## config.mk

```make
export PLATFORM = sky130hd
export DESIGN_NAME = alu_seq_ctrl
export DESIGN_NICKNAME = d
export VERILOG_FILES = /design/src/rtl/alu_seq_ctrl.sv
export SDC_FILE = /design/constraint.sdc
export NUM_CORES = 1
export LEC_CHECK = 0
export CAP_MARGIN = 20
export CORE_MARGIN = 5
export CORE_UTILIZATION = 48
export CTS_BUF_LIST = sky130_fd_sc_hd__clkbuf_4 sky130_fd_sc_hd__clkbuf_8 sky130_fd_sc_hd__clkbuf_16
export DETAILED_ROUTE_END_ITERATION = 8
export GPL_ROUTABILITY_DRIVEN = 0
export GPL_TIMING_DRIVEN = 0
export PLACE_DENSITY = 0.86
export SLEW_MARGIN = 20
export SYNTH_ARGS = -nofsm -noshare
export SYNTH_HDL_FRONTEND = slang
export SYNTH_SLANG_ARGS = --single-unit
export TNS_END_PERCENT = 10
```

## constraint.sdc

```tcl
create_clock -name clk -period 1.9 [get_ports clk]
set_input_delay 0.57 -clock clk [delete_from_list [all_inputs] [get_ports clk]]
set_output_delay 0.57 -clock clk [all_outputs]
set_load 0.01 [all_outputs]
```

## src/rtl/alu_seq_ctrl.sv

```systemverilog
// alu_seq_ctrl: runs a WIDTH-bit ALU op through a 2-bit slice, LSD first.
// Ports: clk, rst_n, start/op/a/b in; busy, done, result, cout, eq out.
module alu_seq_ctrl #(
  parameter int WIDTH = 8
) (
  input  logic             clk,
  input  logic             rst_n,
  input  logic             start,
  input  logic [2:0]       op,
  input  logic [WIDTH-1:0] a,
  input  logic [WIDTH-1:0] b,
  output logic             busy,
  output logic             done,
  output logic [WIDTH-1:0] result,
  output logic             cout,
  output logic             eq
);

  localparam int N  = WIDTH / 2;
  localparam int SW = (N > 1) ? $clog2(N) : 1;

  typedef enum logic [1:0] {
    IDLE,
    RUN,
    DONE
  } state_t;

  state_t state, state_nx;

  logic [WIDTH-1:0] sa, sb, wr, wr_nx;
  logic [2:0]       sop;
  logic             carry, eq_acc;
  logic [SW-1:0]    step;

  logic [1:0] da, db, r;
  logic [2:0] sum;
  logic       c, last;

  always_comb begin
    da  = sa[1:0];
    db  = sb[1:0];
    sum = {1'b0, da} + {1'b0, db} + {2'b00, carry};
    r   = 2'b00;
    c   = 1'b0;
    unique case (sop)
      3'b000: r = da & db;
      3'b001: r = da | db;
      3'b010: r = da ^ db;
      3'b011: r = ~(da | db);
      3'b100: r = da;
      3'b101: r = ~da;
      3'b110: r = db;
      3'b111: begin
        r = sum[1:0];
        c = sum[2];
      end
      default: r = 2'b00;
    endcase
  end

  // New digit enters at the top; works for WIDTH=2 too.
  assign wr_nx = WIDTH'({r, wr} >> 2);
  assign last  = (step == SW'(N - 1));

  always_comb begin
    state_nx = state;
    busy     = 1'b0;
    done     = 1'b0;
    unique case (state)
      IDLE: if (start) state_nx = RUN;
      RUN: begin
        busy = 1'b1;
        if (last) state_nx = DONE;
      end
      DONE: begin
        done     = 1'b1;
        state_nx = IDLE;
      end
      default: state_nx = IDLE;
    endcase
  end

  always_ff @(posedge clk or negedge rst_n) begin
    if (!rst_n) begin
      state  <= IDLE;
      sa     <= '0;
      sb     <= '0;
      wr     <= '0;
      sop    <= '0;
      carry  <= 1'b0;
      eq_acc <= 1'b0;
      step   <= '0;
      result <= '0;
      cout   <= 1'b0;
      eq     <= 1'b0;
    end else begin
      state <= state_nx;
      if (state == IDLE && start) begin
        sa     <= a;
        sb     <= b;
        sop    <= op;
        carry  <= 1'b0;
        eq_acc <= 1'b1;
        step   <= '0;
      end else if (state == RUN) begin
        sa     <= sa >> 2;
        sb     <= sb >> 2;
        wr     <= wr_nx;
        carry  <= c;
        eq_acc <= eq_acc & (da == db);
        step   <= step + 1'b1;
        if (last) begin
          result <= wr_nx;
          cout   <= c;
          eq     <= eq_acc & (da == db);
        end
      end
    end
  end

endmodule

```

# Word level (Yosys, flattened, before mapping)
# Cells that the tools add are included.
[op_classes]
addsub = 3
eq_ne = 13
muxes = 17
n_bitwise = 7
reduce_logical = 7
[op_table]
columns = ["cell", "n"]
rows = [
  ["$mux 8", 4],
  ["$pmux 2 s8", 1],
  ["$eq 3x3->1 const B", 4],
  ["$mux 2", 4],
  ["$mux 1", 7],
  ["$eq 3x2->1 const B", 2],
  ["$eq 2x2->1 const B", 2],
  ["$ne 2x2->1 const B", 2],
  ["$not 2->2", 2],
  ["$pmux 2 s2", 1],
  ["$reduce_and 2->1", 2],
  ["$add 2x2->3", 1],
  ["$add 3x1->3", 1],
  ["$eq 3x1->1 const B", 1],
  ["$logic_not 3->1", 1],
  ["$reduce_and 3->1", 1],
  ["$add 2x1->2 const B", 1],
  ["$and 2x2->2", 1],
  ["$eq 2x1->1 const B", 1],
  ["$eq 2x2->1", 1],
  ["$logic_not 2->1", 1],
  ["$or 2x2->2", 1],
  ["$reduce_bool 2->1", 1],
  ["$xor 2x2->2", 1],
  ["other kinds (3)", 3],
]
[word_totals]
register_bits = 43
inputBits = 22
out_inout_bits = 12
wordCells = 58

# Depth between registers and ports, before layout
[depth]
word_depth = 5
mapped_depth = 7
mapped_depth_nobuf = 7

# Worst setup path after synthesis
# No wires, ideal clock.
[synth_timing]
path_type = "flip-flop to flip-flop"
startpoint = "register sa[0]"
endpoint = "register result[7]"
setup_time_ps = 95
t_arrival_ps = 1868
required_time_ps = 1805
slack_ps = -64
path_stages_with_launch = 8
path_buffers = 0
period_less_slack_ps = 1964
path_cell_list = "dfrtp_1 fa_1 inv_1 fa_1 mux2i_1 a32o_1 a211oi_2 o31ai_1"
[synth_via]
elab_chain_len = 3
[synth_rtl]
columns = ["element", "line", "text"]
rows = [
  ["start: declaration", "30", "logic [WIDTH-1:0] sa, sb, wr, wr_nx;"],
  ["start signal: assignment", "106", "sa <= sa >> 2;"],
  ["$add 2x2->3", "42", "sum = {1'b0, da} + {1'b0, db} + {2'b00, carry};"],
  ["$add 3x1->3", "42", ""],
  ["$pmux 2 s8", "45", "unique case (sop)"],
  ["end signal: assignment", "113", "result <= wr_nx;"],
  ["end: declaration", "14", "output logic [WIDTH-1:0] result,"],
]
# No other way between the ends.
# A chain may end at the register's enable or synchronous reset.

# Worst setup path after layout
[layout_timing]
startpoint = "register sa[0]"
endpoint = "register wr[7]"
[layout_via]
elab_chain_len = 3
[layout_rtl]
columns = ["element", "line", "text"]
rows = [
  ["$add 2x2->3", "42", ""],
  ["$add 3x1->3", "42", ""],
  ["$pmux 2 s8", "45", ""],
  ["end signal: assignment", "108", "wr <= wr_nx;"],
  ["end: declaration", "30", ""],
]
# No other way between the ends.

==> metrics <==
die width=75.60 µm; die area=roughly 5700 µm²; simple-gate share of the synthesized area=between 10 and 15%; Ports=34; Final Core Density=between 60% and 70%; Arr. time, crit path=2150 ps; final setup margin=-50.94 ps; Via density=5.514; Flop pwr share=a little over a third; Setup WS pre-CTS=-304.6 ps; floorplan die height=75.60 µm; Ys Warns=0; DRC viols=0; std cell rows=23; endpoints failing hold=0; Int Power=2460 µW; post-synthesis sequential area ratio=49.67%; logic gate share of total power=49.2%; Clock Latency Late Sink=300 ps; critical path type=reg2reg; layout cells sized above 1=20.08%; met1 wire length=1949 µm; vias in the first global route=1597; P&R area growth vs syn=27.26%; final net count=between 200 and 300; Setup crit start kind=flip-flop; metal3 WL=144 µm; status=finished with violations; HPWL after DPL=about 3300 µm; DR WL/cell=15.67 µm; Synth Area in Adders=under 10%; WP data required=approximately 2100 ps; Sw Ratio=39.50%; HP Class=in2async; Clock Power Share=14.2%; initial core utilization=slightly above 50%; area of the core=4086 µm²; DRT Pass-1 Iters=4; initial antenna violation count=0; RSZ-0062 raised after global routing=true; Initial DRC Count=79; Final setup viols=3; total CTS buffers=5; crit path max fanout=2; Max Cap Viol=0; FILL cells=314; clk slew on worst S/H paths=80 ps; Sink Count=41; P per Cell Area=1547 nW/µm²; Port Buffer Count=33; mapped cell area=2066 µm²; met2 wire len=2408 µm; Switch Pwr=about 1600 µW; final setup TNS=-86.39 ps; fin crit share=102.7%; DP Area=roughly 2500 µm²; top routing layer used=met4; H-tree depth=2; Max transition margin=61.81%; syn_nets=between 200 and 250; DRT Wirelength=4607 µm; Synth Area in Compound Gates=about 19%; via count=1621; crit end category=flip-flop; synthesized instance count=~200; Synth Register Bits=41; grt ovf=0; Max Clk Rate=512.6 MHz; Unique masters post-synth=38; worst slew pin tran=567.6 ps; GRT Total Usage=a little under a fifth; crit path time final=1951 ps; failing checks=setup timing; hold buffers post-CTS=0; largest net degree at the start of global routing=25; Setup Skew=5.479 ps; largest family of logic cells by synthesized area=compound AO/OA/AOI/OAI gates; Finished Cell Area=approximately 2600 µm²; CTS tree=yes; Clock Path Buffers=2; hold slack final=roughly 210 ps; post-synthesis mux area share=6.360%; first-pass GRT wire length=7755 µm; Post-Synth XOR/XNOR Area=0%; Leak=0.001155 µW; Worst VDD drop=0.8603 mV; Diodes inserted=0; Final ANT Viol Nets=0; Syn Area/Cell=10.38 µm²; Root Buffer=clkbuf_8; Pins Over Slew Limit=0
-- power groups by stage --
| stage | clock network [µW] | logic [µW] | registers, µW |
|---|---|---|---|
| after floorplan | 0 | 1280 | 1470 |
| after CTS | 590 | 1990 | 1480 |
| final | 578 | 2000 | 1490 |
| after global routing | 624 | 2220 | 1530 |
| after detailed placement | 0 | 1880 | 1510 |
| after global placement | 0 | 1800 | 1490 |
-- through the flow --
step                      instances  total power (µW)
after global placement          282              3288
after global routing            294              4375
after floorplan                 199              2753
final                           294              4066
after CTS                       294              4065
after detailed placement        283              3387
-- final cells by class --
cell class	count	area (µm²)	share of cell area, %
flip-flops and latches	41	1028	39.12
repair buffers	37	371.6	14.14
well taps	50	62.56	2.380
inverters	7	26.28	0.9995
multi-input cells	139	952.2	36.22
plain buffers	12	97.59	3.713
clock inverters	3	21.27	0.8091
clock buffers	5	68.82	2.618
-- critical path, cell delays in order (launching register included) --
cell and delay, ps:
dfrtp_2 430, fa_2 380, inv_2 60, fa_1 410
mux2i_1 140, a32o_2 190, a211oi_2 50, o31ai_1 200
-- repair_timing --
item	in CTS	in global routing
resized for setup	18	4
setup buffers	3	0
hold endpoints to repair	0	0
cloned	0	0
endpoints found under the setup margin	4	4
-- cell usage after synthesis (all sizes together) --
cell type / instances / area (µm²)
a211oi: 1 / 12.51
a21o: 2 / 16.27
a21oi: 14 / 73.82
a221oi: 1 / 15.01
a22o: 1 / 8.760
a22oi: 12 / 90.09
a31oi: 1 / 6.260
a32o: 1 / 10.01
and2b: 2 / 15.01
buf: 7 / 53.80
clkbuf: 5 / 18.77
dfrtp: 41 / 1026
fa: 2 / 40.04
ha: 5 / 62.56
inv: 7 / 26.27
mux2: 9 / 101.4
mux2i: 3 / 30.03
nand2: 31 / 123.9
nand2b: 3 / 23.78
nand3: 1 / 10.01
nand3b: 1 / 7.510
nand4b: 1 / 8.760
nor2: 3 / 11.26
nor2b: 14 / 87.58
nor4: 2 / 12.51
o21ai: 23 / 115.1
o21bai: 1 / 11.26
o31ai: 4 / 40.03
or2b: 1 / 7.510
-- layer usage --
| layer | track usage, % | up-vias |
|---|---|---|
| li1 | - | 786 |
| met1 | 23.04 | 786 |
| met2 | 30.11 | 39 |
| met3 | 4.090 | 10 |
| met4 | 6.796 | 0 |
| met5 | 0 | - |
-- registers in the layout, indices dropped and copies added, names as in the netlist, 2 cells and up --
name,flops
result,8
sa,8
sb,8
sop,3
state,2
step,2
wr,6
-- cells in the final DEF (no fill, tap or decap), types with 2 or more instances in the layout --
cell	count
buf_6	5
o21ai_0	22
inv_1	5
clkbuf_8	5
nor4_1	2
dfrtp_1	39
and2b_1	2
clkbuf_1	3
buf_2	4
ha_1	5
mux2i_1	3
mux2_2	7
a21oi_1	13
buf_4	3
dfrtp_2	2
a22oi_1	12
nand2_1	30
nand2b_2	2
clkdlybuf4s50_1	30
o31ai_2	2
nor2_1	3
mux2_1	2
o31ai_1	2
inv_2	2
nor2b_1	13
-- final timing paths --
check,start,to,slack (ps),cells after the start
setup / recovery,sa[0]$_DFFE_PN0P_,wr[7]$_DFFE_PN0P_,-50,7
hold / removal,rst_n,sb[4]$_DFFE_PN0P_,210,1
setup reg to reg,sa[0]$_DFFE_PN0P_,wr[7]$_DFFE_PN0P_,-50,7
hold reg to reg,wr[3]$_DFFE_PN0P_,wr[3]$_DFFE_PN0P_,470,2
max in group asynchronous,rst_n,sa[0]$_DFFE_PN0P_,1210,2
min in group clk,wr[3]$_DFFE_PN0P_,wr[3]$_DFFE_PN0P_,470,2
-- logic make-up after synthesis --
logic type / Yosys count
DFF: 41
and+or+nand+nor: 59
AOI/OAI and AO/OA: 61
buffers and inverters: 19
adders and majority gates: 7
muxes: 12
Note: power is estimated with default switching activity, not from simulation.
